`config.mk`:
```
export PLATFORM = sky130hd
export DESIGN_NAME = mult_div_unit
export DESIGN_NICKNAME = d
export VERILOG_FILES = /design/src/rtl/mdu_pkg.sv /design/src/rtl/mult_div_unit.sv
export SDC_FILE = /design/constraint.sdc
export NUM_CORES = 1
export LEC_CHECK = 0
export ABC_AREA = 0
export CORE_ASPECT_RATIO = 0.75
export CORE_MARGIN = 3
export CORE_UTILIZATION = 50
export CTS_BUF_LIST = sky130_fd_sc_hd__clkbuf_4
export CTS_CLUSTER_SIZE = 14
export DETAILED_ROUTE_END_ITERATION = 6
export PLACE_DENSITY = 0.72
export SLEW_MARGIN = 20
export SYNTH_ARGS = -nofsm -noshare
export SYNTH_HDL_FRONTEND = slang
export SYNTH_SLANG_ARGS = --single-unit
```
`constraint.sdc`:
```
create_clock -name clk -period 6.25 [get_ports clk]
set_input_delay 1.25 -clock clk [delete_from_list [all_inputs] [get_ports clk]]
set_output_delay 1.25 -clock clk [all_outputs]
set_load 0.005 [all_outputs]
```
`src/rtl/mdu_pkg.sv`:
```
// Shared definitions for the multiply/divide unit: operation encodings,
// controller states and the magnitude / sign-restore helpers used around
// the unsigned iterative datapath.
package mdu_pkg;

    localparam logic [2:0] OP_MULT  = 3'd0;
    localparam logic [2:0] OP_MULTU = 3'd1;
    localparam logic [2:0] OP_MADD  = 3'd2;
    localparam logic [2:0] OP_MADDU = 3'd3;
    localparam logic [2:0] OP_DIV   = 3'd4;
    localparam logic [2:0] OP_DIVU  = 3'd5;
    localparam logic [2:0] OP_MTHI  = 3'd6;
    localparam logic [2:0] OP_MTLO  = 3'd7;

    typedef enum logic [1:0] {
        ST_IDLE   = 2'd0,
        ST_RUN    = 2'd1,
        ST_FINISH = 2'd2
    } mdu_state_t;

    // Helpers work on a container wide enough for a double-width result of
    // the largest supported operand width; callers keep the low bits they need.
    localparam int MDU_MAX_WIDTH = 64;
    typedef logic [2*MDU_MAX_WIDTH-1:0] mdu_wide_t;

    // Signed flavours: MULT, MADD, DIV.
    function automatic logic op_is_signed(input logic [2:0] op);
        return (op == OP_MULT) || (op == OP_MADD) || (op == OP_DIV);
    endfunction

    // Multiply family (MULT, MULTU, MADD, MADDU) occupies codes 0..3.
    function automatic logic op_is_mul(input logic [2:0] op);
        return (op[2] == 1'b0);
    endfunction

    function automatic logic op_is_div(input logic [2:0] op);
        return (op == OP_DIV) || (op == OP_DIVU);
    endfunction

    // Absolute value of a w-bit operand held zero-extended in v. Only the low
    // w bits of the result are meaningful; the most negative value maps onto
    // itself, which reads correctly as an unsigned magnitude.
    function automatic mdu_wide_t magnitude(input mdu_wide_t v, input int w,
                                            input logic is_signed);
        logic neg;
        neg = is_signed && v[w-1];
        return neg ? -v : v;
    endfunction

    // Re-applies a sign to an unsigned magnitude (two's complement negate).
    function automatic mdu_wide_t sign_restore(input mdu_wide_t v, input logic neg);
        return neg ? -v : v;
    endfunction

endpackage

```
`src/rtl/mult_div_unit.sv`:
```
// Iterative multiply / divide unit with HI/LO result registers.
// Multiplies use shift-add and divides use restoring division, one step per
// cycle on operand magnitudes; signs and MADD accumulation are applied in the
// FINISH cycle so HI/LO only ever change to a complete result.
module mult_div_unit
    import mdu_pkg::*;
#(
    parameter int WIDTH = 32
) (
    input  logic             clk,
    input  logic             reset,
    input  logic             start,
    input  logic [2:0]       op,
    input  logic [WIDTH-1:0] a,
    input  logic [WIDTH-1:0] b,
    output logic             busy,
    output logic             done,
    output logic             div_by_zero,
    output logic [WIDTH-1:0] hi,
    output logic [WIDTH-1:0] lo
);

    localparam int CNT_W = $clog2(WIDTH + 1);
    localparam logic [CNT_W-1:0] LAST_ITER = CNT_W'(WIDTH - 1);

    mdu_state_t state_reg, state_next;

    logic [2:0]       op_reg;
    logic [WIDTH-1:0] work_hi_reg;    // partial product high half / remainder
    logic [WIDTH-1:0] work_lo_reg;    // multiplier bits / dividend -> quotient
    logic [WIDTH-1:0] b_mag_reg;      // multiplicand / divisor magnitude
    logic [CNT_W-1:0] iter_cnt_reg;
    logic             neg_q_reg;      // negate product or quotient at the end
    logic             neg_r_reg;      // negate remainder at the end
    logic [WIDTH-1:0] hi_reg, lo_reg;
    logic             done_reg, dbz_reg;

    logic accept, zero_div, launch;

    logic [WIDTH:0]     mul_sum;
    logic [WIDTH:0]     div_shift, div_diff;
    logic               div_ok;
    logic [WIDTH-1:0]   step_hi, step_lo;

    mdu_wide_t          a_mag_wide, b_mag_wide, prod_wide, quo_wide, rem_wide;
    logic [WIDTH-1:0]   a_mag, b_mag;
    logic [2*WIDTH-1:0] prod_fix, madd_sum;
    logic [WIDTH-1:0]   quo_fix, rem_fix;

    logic unused_wide_bits;

    assign busy        = (state_reg != ST_IDLE);
    assign done        = done_reg;
    assign div_by_zero = dbz_reg;
    assign hi          = hi_reg;
    assign lo          = lo_reg;

    // Requests are only looked at while idle; zero divisors short-circuit RUN.
    always_comb begin
        accept   = start && (state_reg == ST_IDLE);
        zero_div = op_is_div(op) && (b == '0);
        launch   = accept && (op_is_mul(op) || (op_is_div(op) && !zero_div));
    end

    // Controller state register.
    always_ff @(posedge clk or posedge reset) begin
        if (reset) begin
            state_reg <= ST_IDLE;
        end else begin
            state_reg <= state_next;
        end
    end

    // Next-state logic: WIDTH RUN cycles, then one FINISH cycle.
    always_comb begin
        state_next = state_reg;
        case (state_reg)
            ST_IDLE:   if (launch) state_next = ST_RUN;
            ST_RUN:    if (iter_cnt_reg == LAST_ITER) state_next = ST_FINISH;
            ST_FINISH: state_next = ST_IDLE;
            default:   state_next = ST_IDLE;
        endcase
    end

    // Operand magnitudes taken at acceptance from the live inputs.
    always_comb begin
        a_mag_wide = magnitude(mdu_wide_t'(a), WIDTH, op_is_signed(op));
        b_mag_wide = magnitude(mdu_wide_t'(b), WIDTH, op_is_signed(op));
        a_mag      = a_mag_wide[WIDTH-1:0];
        b_mag      = b_mag_wide[WIDTH-1:0];
    end

    // One shift-add or one restoring-divide step on the working registers.
    always_comb begin
        mul_sum   = {1'b0, work_hi_reg} + (work_lo_reg[0] ? {1'b0, b_mag_reg} : '0);
        div_shift = {work_hi_reg, work_lo_reg[WIDTH-1]};
        div_diff  = div_shift - {1'b0, b_mag_reg};
        div_ok    = ~div_diff[WIDTH];
        if (op_is_div(op_reg)) begin
            step_hi = div_ok ? div_diff[WIDTH-1:0] : div_shift[WIDTH-1:0];
            step_lo = {work_lo_reg[WIDTH-2:0], div_ok};
        end else begin
            step_hi = mul_sum[WIDTH:1];
            step_lo = {mul_sum[0], work_lo_reg[WIDTH-1:1]};
        end
    end

    // Final sign correction and accumulation, consumed only in FINISH.
    always_comb begin
        prod_wide = sign_restore(mdu_wide_t'({work_hi_reg, work_lo_reg}), neg_q_reg);
        quo_wide  = sign_restore(mdu_wide_t'(work_lo_reg), neg_q_reg);
        rem_wide  = sign_restore(mdu_wide_t'(work_hi_reg), neg_r_reg);
        prod_fix  = prod_wide[2*WIDTH-1:0];
        madd_sum  = {hi_reg, lo_reg} + prod_fix;
        quo_fix   = quo_wide[WIDTH-1:0];
        rem_fix   = rem_wide[WIDTH-1:0];
    end

    // Upper bits of the helper containers are intentionally discarded.
    assign unused_wide_bits = ^{a_mag_wide, b_mag_wide, prod_wide, quo_wide, rem_wide};

    // Datapath, result registers and the done / div_by_zero pulses.
    always_ff @(posedge clk or posedge reset) begin
        if (reset) begin
            op_reg       <= OP_MULT;
            work_hi_reg  <= '0;
            work_lo_reg  <= '0;
            b_mag_reg    <= '0;
            iter_cnt_reg <= '0;
            neg_q_reg    <= 1'b0;
            neg_r_reg    <= 1'b0;
            hi_reg       <= '0;
            lo_reg       <= '0;
            done_reg     <= 1'b0;
            dbz_reg      <= 1'b0;
        end else begin
            done_reg <= 1'b0;
            dbz_reg  <= 1'b0;
            case (state_reg)
                ST_IDLE: begin
                    if (launch) begin
                        op_reg       <= op;
                        work_hi_reg  <= '0;
                        work_lo_reg  <= a_mag;
                        b_mag_reg    <= b_mag;
                        iter_cnt_reg <= '0;
                        neg_q_reg    <= op_is_signed(op) && (a[WIDTH-1] ^ b[WIDTH-1]);
                        neg_r_reg    <= op_is_signed(op) && a[WIDTH-1];
                    end else if (accept && zero_div) begin
                        done_reg <= 1'b1;
                        dbz_reg  <= 1'b1;
                    end else if (accept && (op == OP_MTHI)) begin
                        hi_reg   <= a;
                        done_reg <= 1'b1;
                    end else if (accept && (op == OP_MTLO)) begin
                        lo_reg   <= a;
                        done_reg <= 1'b1;
                    end
                end
                ST_RUN: begin
                    work_hi_reg  <= step_hi;
                    work_lo_reg  <= step_lo;
                    iter_cnt_reg <= iter_cnt_reg + 1'b1;
                end
                ST_FINISH: begin
                    case (op_reg)
                        OP_MULT, OP_MULTU: {hi_reg, lo_reg} <= prod_fix;
                        OP_MADD, OP_MADDU: {hi_reg, lo_reg} <= madd_sum;
                        default: begin
                            lo_reg <= quo_fix;
                            hi_reg <= rem_fix;
                        end
                    endcase
                    done_reg <= 1'b1;
                end
                default: ;
            endcase
        end
    end

endmodule

```
After elaboration in Yosys (flattened, before gate mapping). Index checks and enable logic that the tools add are counted.

Word-level logic and storage cells: 111. Bits in writable memories: 0. Bits in read-only memories: 0. Flip-flop bits (word level): 175. Output and inout bits: 67. Latch bits: 0. Input port bits: 70. Memories: 0.

Divide/modulo/power cells: 0. Add/sub/neg operators: 9. Equality and inequality tests: 20. Bitwise gates (word level): 3. Reductions and logical operators: 30. $mul: 0. Magnitude comparators: 0. Shift operators: 0. Multiplexer cells: 37.

Operator list (count): two-way mux 32 bit (17); one-hot mux 32 bit (2 select lines) (6); negator 32 bit (4); adder 64 bit (1); two-way mux 64 bit (1); negator 64 bit (1); adder 32 x 32 -> 33 bit (1); subtractor 33 x 32 -> 33 bit (1); logical NOT 32 bit (1); equality test 3 bit, second input constant (6); one-hot mux 6 bit (2 select lines) (1); logical AND 1 bit (10); != test 2 bit, second input constant (5); equality test 3 x 2 -> 1 bit, second input constant (3); two-way mux 1 bit (7); adder 6 x 1 -> 6 bit, second input constant (1); equality test 6 x 5 -> 1 bit, second input constant (1); logical NOT 3 bit (2); two-way mux 6 bit (1); AND reduction 2 bit (3); nonzero test 2 bit (3); logical OR 1 bit (5); AND reduction 5 bit (1); two-way mux 2 bit (2); other kinds (12) (15).

Logic depth before layout (Yosys ltp). Gate-level depths: netlist of run 1.

Depth in word-level cells: 9. Depth in mapped cells: 23.

Least setup slack after synthesis of run 1. OpenSTA, ideal clock, no wires.

Path kind: register to register. From: reg work_lo_reg[0]. To: reg hi_reg[22] (netlist: hi[22]). Path buffers: 4. Data arrival time: 5.461 ns. Required time: 6.173 ns. Period minus slack after synthesis: 5.539 ns. Stages on the path, launching flop included: 24. Path slack: 0.711 ns. Cells stage by stage: dfrtp_1 -> inv_1 -> buf_1 -> ha_1 -> or3b_2 -> nor3_1 -> nand3_1 -> or4_1 -> buf_2 -> clkbuf_1 -> o21ai_0 -> xnor2_1 -> ha_1 -> clkbuf_1 -> nand4_1 -> inv_1 -> a221o_1 -> a21oi_1 -> nand3b_1 -> o21ai_0 -> o21ai_0 -> xnor2_1 -> a221o_1 -> a21oi_1.

Cells in the longest elaborated chain, start to end: 5.

Ends and longest elaborated chain: from (decl) (line mult_div_unit.sv:30) `logic [WIDTH-1:0] work_lo_reg;`; from (signal assigned) (line mult_div_unit.sv:144) `work_lo_reg <= a_mag;`; from (signal assigned) (line mult_div_unit.sv:162) `work_lo_reg <= step_lo;`; negator 64 bit (line mdu_pkg.sv:52) `return neg ? -v : v;`; two-way mux 64 bit * (line mdu_pkg.sv:52); adder 64 bit (line mult_div_unit.sv:114) `madd_sum = {hi_reg, lo_reg} + prod_fix;`; one-hot mux 32 bit (2 select lines) * (line mult_div_unit.sv:166) `case (op_reg)`; one-hot mux 32 bit (2 select lines) * (line mult_div_unit.sv:139) `case (state_reg)`; to (signal assigned) (line mult_div_unit.sv:167) `OP_MULT, OP_MULTU: {hi_reg, lo_reg} <= prod_fix;`; to (signal assigned) (line mult_div_unit.sv:168) `OP_MADD, OP_MADDU: {hi_reg, lo_reg} <= madd_sum;`; to (signal assigned) (line mult_div_unit.sv:171) `hi_reg <= rem_fix;`; to (decl) (line mult_div_unit.sv:35) `logic [WIDTH-1:0] hi_reg, lo_reg;`.

Mark *: on every way between the ends. The rest lies on a longest branch, timed or not. A chain may end at the register's enable or synchronous reset.

Final worst setup path of run 1. Ends and elaborated chain as after synthesis.

==> flow_metrics.py, run 1 <==
metrics = {
    "status": {
        "outcome": "finished clean",
    },
    "synthesis": {
        "ys_seq_elements": 174,
        "synth-seq-area-share": 0.224,
        "synthArstFlopShare": 1.00,
        "yosys-top-cells-count": "nand2_1, nor2_1, o21ai_0",
        "ys_warn_count": 0,
        "yosysMostFrequentCell": "nand2_1",
        "ys_types": 85,
        "ys.flop_type": "dfrtp_1",
        "syn-instance-count": 2628,
        "synthesis.nets": 2848,
        "synth_edf_count": 0,
        "synth_top_area_share": 0.224,
        "ys_top_cells_by_area": "dfrtp_1, ha_1, xnor2_1",
        "netlist_area_mm2": 0.0194,
        "yosysTopAreaCell": "dfrtp_1",
        "synth.avg_cell_area_um2": 7.40,
    },
    "cts": {
        "htreeDepth": 4,
        "path_clk_slew_ns": 0.21,
        "clock-sinks": 174,
        "post-cts-setup-buffers": 0,
        "cts_buffer_depth": 2,
        "cts-buffers-inserted": 17,
        "hold_buffers": 0,
        "cts_root_buf": "clkbuf_4",
        "clkLatencyLatePin_ns": 0.68,
        "cts_tree": "yes",
    },
    "worst_setup_path": {
        "ff2ff_setup_slack_ns": 0.50,
        "crit_path_end_kind": "register",
        "ff2ff_path_depth": 21,
        "critical_path_required_ns": 6.86,
        "cp_max_fo": 17,
        "path_class": "reg -> reg",
        "r2r-start": "work_lo_reg[0]$_DFFE_PP0P_",
        "crit_path_start_kind": "register",
        "arrival_ns": 6.36,
        "r2r-end": "hi[22]$_DFFE_PP0P_",
    },
    "power_and_ir_drop": {
        "internal-power_mw": 5.70,
        "clkPwrFrac": 0.063,
        "combPwrFrac": 0.768,
        "switching_share": 0.561,
        "p_sw_mw": 7.28,
        "p_total_mw": 13.0,
        "power_frac_seq": 0.169,
        "leakagePower_nw": 8.89,
        "peakVddDrop_uv": 358,
        "powerDensity_mw_per_mm2": 603,
    },
    "timing": {
        "finClkSkew_ns": 0.0451,
        "setup_viol": 0,
        "slew_headroom": 0.297,
        "timing.final.crit_share": 0.920,
        "whs_ns": 0.528,
        "tns_ns": 0,
        "drv_slew": 0,
        "fmax_mhz": 174,
        "grt_setup_unrepaired": "false",
        "tightest_slew_ns": 1.05,
        "fin_crit_ns": 5.75,
        "final-hold-violation-count": 0,
    },
    "job": {
        "maxCapViolations": 0,
    },
    "routing": {
        "wl_per_cell_um": 23.5,
        "postRouteAntennaNets": 0,
        "drt-initial-drc-count": 2283,
        "vias": 20900,
        "vias_per_cell": 6.58,
        "routed_wl_mm": 74.8,
        "firstDrtPassIters": 6,
        "drc": 0,
    },
    "placement": {
        "hpwl_mm": 57.3,
        "place_area_mm2": 0.0212,
        "dp_cells": 3148,
        "port_buffers": 136,
        "routabilityCongestion": 1.02,
    },
    "worst_hold_path": {
        "hold_path_depth": 1,
        "hold_class": "reg -> reg",
        "hold_path_end": "iter_cnt_reg[3]$_DFFE_PP0P_",
        "hold_start": "iter_cnt_reg[3]$_DFFE_PP0P_",
    },
    "floorplan": {
        "placementRows": 61,
        "start_util": 0.515,
        "die_x_um": 234,
        "core_mm2": 0.0377,
        "ios": 137,
        "design.die.area_mm2": 0.0413,
        "dieHeight_um": 177,
    },
    "global_route": {
        "grt_start_max_net_pins": 89,
        "antenna_found_initial": 3,
        "grt_pass1_vias": 19500,
        "grt_pass1_wl_mm": 115,
        "gr-total-overflow": 0,
        "grt.total_usage": 0.357,
    },
    "layout": {
        "drive_above_1_share": 0.0452,
        "design_area_mm2": 0.0215,
        "final_cell_count_no_fill": 3183,
        "num-nets-final": 2883,
        "fillers": 3570,
        "syn_to_final_growth_pct": 10.8,
    },
}
-- worst max-delay path: stages (launching register included) --
cell and delay, ns:
dfrtp_1 0.50, inv_1 0.10, ha_1 0.17, or3b_2 0.51, nor3_1 0.19, buf_4 0.15, nand3_1 0.19, or4_1 0.86
o21ai_0 0.32, xnor2_1 0.20, ha_1 0.39, nand2_1 0.19, o21ai_0 0.15, a221o_1 0.34, a21oi_1 0.24, nand3b_1 0.11
o21ai_0 0.16, buf_4 0.17, o21ai_0 0.12, xnor2_1 0.16, a221o_1 0.30, a21oi_1 0.14
-- logic make-up after synthesis --
family	Yosys count	share of synthesized area
AOI/OAI and AO/OA	911	0.298
and+or+nand+nor	866	0.205
buffers and inverters	255	0.0503
xor gates and xnor gates	244	0.110
DFF	174	0.224
muxes	28	0.0149
adders and majority gates	150	0.0977
-- per-layer routing --
layer	vias up	wire length, um	track usage
met5	-	10	0
met4	2	2260	0.114
met3	160	6980	0.0705
met2	1045	32700	0.549
met1	10100	32800	0.505
li1	9641	-	-
-- how the worst max path moves through the flow --
stage	start	slack [ns]	to
2_1_floorplan	reset	0.28	b_mag_reg[0]$_DFFE_PP0P_
3_3_place_gp	work_lo_reg[12]$_DFFE_PP0P_	0.52	hi[24]$_DFFE_PP0P_
3_5_place_dp	work_lo_reg[0]$_DFFE_PP0P_	0.45	hi[24]$_DFFE_PP0P_
4_1_cts	work_lo_reg[0]$_DFFE_PP0P_	0.37	hi[24]$_DFFE_PP0P_
5_1_grt	work_lo_reg[0]$_DFFE_PP0P_	0.13	hi[31]$_DFFE_PP0P_
6_report	work_lo_reg[0]$_DFFE_PP0P_	0.50	hi[22]$_DFFE_PP0P_
-- through the flow --
stage               setup WS, ns   util
global placement           0.519  0.562
CTS                        0.368  0.571
finish                     0.500  0.571
detailed placement         0.446  0.562
global route               0.128  0.571
floorplan                  0.283      -
-- layout by cell type (no fill, tap or decap), types with 11 or more instances in the layout --
cell,count
o211ai_1,34
o21bai_1,23
nor2b_1,11
a211oi_1,59
clkdlybuf4s50_1,136
a21oi_1,215
mux2i_1,24
or4_1,20
and3_1,16
o21ai_0,245
o22ai_1,13
a31oi_1,52
nor2_1,258
nand2_1,326
nand3_1,40
o21a_1,17
nor3_1,43
clkbuf_4,17
a221oi_1,14
o31ai_1,42
a21o_1,59
xor2_1,85
ha_1,147
or3_1,25
a311oi_1,12
a22oi_1,21
dfrtp_1,174
nand2b_1,18
o221ai_1,12
buf_4,45
nor4_1,21
inv_1,88
nand4_1,28
xnor2_1,158
-- power groups by stage --
stage                     sequential (mW)  clock, mW  combinational (mW)
final                                2.19      0.817                9.97
after global routing                 2.23      0.869                10.9
after CTS                            2.16      0.824                9.75
after detailed placement             2.18          0                9.69
after global placement               2.16          0                9.61
after floorplan                      1.84          0                7.36
-- repair_timing --
action                                  4_1_cts  5_1_grt
endpoints found under the setup margin        0        2
gates resized for setup                       0        1
hold endpoints to repair                      0        0
-- layout make-up --
cell class	count	area, um2	area share
Clock inverter	15	218	0.0101
Clock buffer	17	128	0.00592
Tap cell	504	631	0.0293
Antenna cell	3	7.51	0.000349
Multi-Input combinational cell	2199	14200	0.657
Sequential cell	174	4350	0.202
Timing Repair Buffer	181	1700	0.0789
Inverter	90	343	0.0159
No activity file was read; power rests on OpenSTA's default activity.
==> run 2: changes to the inputs <==
--- a/config.mk
+++ b/config.mk
@@ -5,15 +5,15 @@
 export SDC_FILE = /design/constraint.sdc
 export NUM_CORES = 1
 export LEC_CHECK = 0
-export ABC_AREA = 0
+export ABC_AREA = 1
 export CORE_ASPECT_RATIO = 0.75
 export CORE_MARGIN = 3
 export CORE_UTILIZATION = 50
 export CTS_BUF_LIST = sky130_fd_sc_hd__clkbuf_4
 export CTS_CLUSTER_SIZE = 14
 export DETAILED_ROUTE_END_ITERATION = 6
-export PLACE_DENSITY = 0.72
-export SLEW_MARGIN = 20
+export PLACE_DENSITY = 0.71
+export SLEW_MARGIN = 10
 export SYNTH_ARGS = -nofsm -noshare
 export SYNTH_HDL_FRONTEND = slang
 export SYNTH_SLANG_ARGS = --single-unit
==> run 2 against run 1 <==
Against the previous run: worst setup slack gained 1.2 ns; maximum frequency is 25% higher; synthesized cell count increased by 59%; sequential share of layout area down 3.3 points; core utilization fell by 1.5 points; global-route usage up 4.8 points.
==> flow_metrics.py, run 2 <==
metrics = {
    "synthesis": {
        "synth-simple-area-share": 0.391,
        "muxShareOfSynthArea": 0,
        "yosysMostFrequentCell": "nand2_1",
        "ys_types": 61,
        "yosysTopAreaCell": "nand2_1",
        "synth-compound-area-share": 0.189,
        "synth-seq-area-share": 0.185,
        "synth.avg_cell_area_um2": 5.63,
        "ys_top_cells_by_area": "nand2_1, dfrtp_1, inv_1",
        "ys_warn_count": 0,
        "ys_seq_elements": 174,
        "synth_top_family_by_area": "simple AND/OR/NAND/NOR gates",
        "synthArstFlopShare": 1.00,
        "netlist_area_mm2": 0.0236,
        "ys.flop_type": "dfrtp_1",
        "yosys-top-cells-count": "nand2_1, inv_1, nor2_1",
        "synth_fa_ha_area_frac": 0.0805,
        "synth_edf_count": 0,
        "synthXorXnorAreaFrac": 0.0342,
        "synthesis.nets": 4407,
        "synth_top_area_share": 0.204,
        "syn-instance-count": 4187,
    },
    "job": {
        "maxCapViolations": 0,
    },
    "placement": {
        "hpwl_mm": 84.6,
        "routabilityCongestion": 1.15,
        "port_buffers": 136,
        "dp_cells": 4869,
        "post-place-ws_ns": 1.90,
    },
    "routing": {
        "drc": 0,
        "vias": 28500,
        "firstDrtPassIters": 6,
        "vias_per_cell": 5.82,
        "wl_per_cell_um": 21.3,
        "postRouteAntennaNets": 0,
        "drt-initial-drc-count": 4534,
        "routed_wl_mm": 104,
    },
    "worst_setup_path": {
        "critical_path_required_ns": 6.87,
        "ff2ff_path_depth": 25,
        "path_class": "reg -> reg",
        "path_delay_family": "simple AND/OR/NAND/NOR gates",
        "crit_slowest_cell": "a21boi_0",
        "crit_path_start_kind": "register",
        "r2r-end": "hi[16]$_DFFE_PP0P_",
        "cp_max_fo": 7,
        "critPathBufInv": 3,
        "crit_cells": 25,
        "arrival_ns": 5.20,
        "critPathCapture": "hi[16]$_DFFE_PP0P_",
        "crit_path_end_kind": "register",
        "max_stage_delay_ns": 0.43,
        "r2r-start": "work_hi_reg[1]$_DFFE_PP0P_",
        "crit_path_frequent_cell": "nand2_1",
        "ff2ff_setup_slack_ns": 1.67,
        "crit_start": "work_hi_reg[1]$_DFFE_PP0P_",
    },
    "timing": {
        "slew_headroom": 0.235,
        "tightest_slew_ns": 1.15,
        "final-hold-violation-count": 0,
        "finClkSkew_ns": 0.0248,
        "grt_setup_unrepaired": "false",
        "tns_ns": 0,
        "fin_crit_ns": 4.58,
        "timing.final.crit_share": 0.733,
        "drv_slew": 0,
        "setup_viol": 0,
        "worst_slack_ns": 1.67,
        "fmax_mhz": 218,
    },
    "floorplan": {
        "design.die.area_mm2": 0.0498,
        "dieHeight_um": 194,
        "ios": 137,
        "core_mm2": 0.0463,
        "placementRows": 68,
        "start_util": 0.509,
        "die_x_um": 257,
    },
    "layout": {
        "final_common_cell": "nand2_1",
        "drive_above_1_share": 0.0295,
        "num-nets-final": 4478,
        "final_cell_count_no_fill": 4902,
        "syn_to_final_growth_pct": 9.21,
        "mostFrequentLayoutCells": "nand2_1, inv_1, nor2_1",
    },
    "cts": {
        "htreeDepth": 4,
        "clock-sinks": 174,
        "cts_root_buf": "clkbuf_4",
        "cts_buffer_depth": 2,
        "cts-buffers-inserted": 17,
        "cts_resized": 0,
        "clkLatencyLatePin_ns": 0.73,
        "post-cts-setup-buffers": 0,
        "path_clk_slew_ns": 0.19,
        "cts_tree": "yes",
        "hold_buffers": 0,
    },
    "global_route": {
        "grt.total_usage": 0.405,
        "grt_pass1_vias": 24600,
        "grt_start_max_net_pins": 105,
        "gr-total-overflow": 0,
        "antenna_found_initial": 2,
        "grt_pass1_wl_mm": 153,
    },
    "worst_hold_path": {
        "hold_class": "reg -> reg",
    },
    "status": {
        "outcome": "finished clean",
    },
}
==> run 2: changes by cell type in the layout (fill, tap and decap cells not counted), sizes merged, moves of 32 or more <==
cell / change
a211oi: -57
o21ai: +84
nand2: +960
a21boi: +32
a31oi: -34
inv: +517
a21o: -50
o31ai: -40
xnor2: -144
nor2: +228
a21oi: +113
nand3: +272
==> run 2: worst reg2reg max path: cells and delay by family (launching register included) <==
kind	cells	cell delay, ns
adder cells (fa/ha/maj)	2	0.59
buffers and inverters	3	0.43
AND/OR/NAND/NOR	18	2.54
AO/OA/AOI/OAI	2	0.51
flip-flops	1	0.41
==> run 2: worst min path at each step <==
stage,startpoint,to,cells past startpoint
2_1_floorplan,b_mag_reg[16]$_DFFE_PP0P_,b_mag_reg[16]$_DFFE_PP0P_,2
6_report,lo[4]$_DFFE_PP0P_,lo[4]$_DFFE_PP0P_,2
3_5_place_dp,lo[4]$_DFFE_PP0P_,lo[4]$_DFFE_PP0P_,2
5_1_grt,lo[0]$_DFFE_PP0P_,lo[0]$_DFFE_PP0P_,2
4_1_cts,lo[4]$_DFFE_PP0P_,lo[4]$_DFFE_PP0P_,2
3_3_place_gp,lo[4]$_DFFE_PP0P_,lo[4]$_DFFE_PP0P_,2
==> run 2: logic make-up (layout without fill, tap and decap cells) <==
kind of cell               after synthesis  after routing
buffers and inverters                  722            806
adders and majority gates              150            150
and+or+nand+nor                       2234           2234
other                                    0              1
DFF                                    174            174
xor gates and xnor gates                92             92
AOI/OAI and AO/OA                      815            815
==> run 2: through the flow <==
step                 util  cell area (um2)  hold WS, ns
floorplan               -            23600        0.474
global placement    0.550            25500        0.505
detailed placement  0.550            25500        0.510
CTS                 0.556            25700        0.549
global route        0.556            25800        0.584
finish              0.556            25800        0.548
==> run 2: area by class of cell <==
type	instances	area, um2
Fill cell	4977	20500
Multi-Input combinational cell	3291	16400
Sequential cell	174	4360
Inverter	607	2290
Timing Repair Buffer	167	1590
Tap cell	630	788
Clock inverter	15	170
Clock buffer	17	128
Antenna cell	1	2.50
==> run 2: metal layers <==
layer  wire (um)  global-route usage
met1       46000               0.610
met2       37600               0.517
met3       18000               0.175
met4        2750              0.0965
met5           0                   0
Power of run 2 is not shown: default switching activity piles up to over one toggle a cycle in this logic, so the estimate is an artifact.
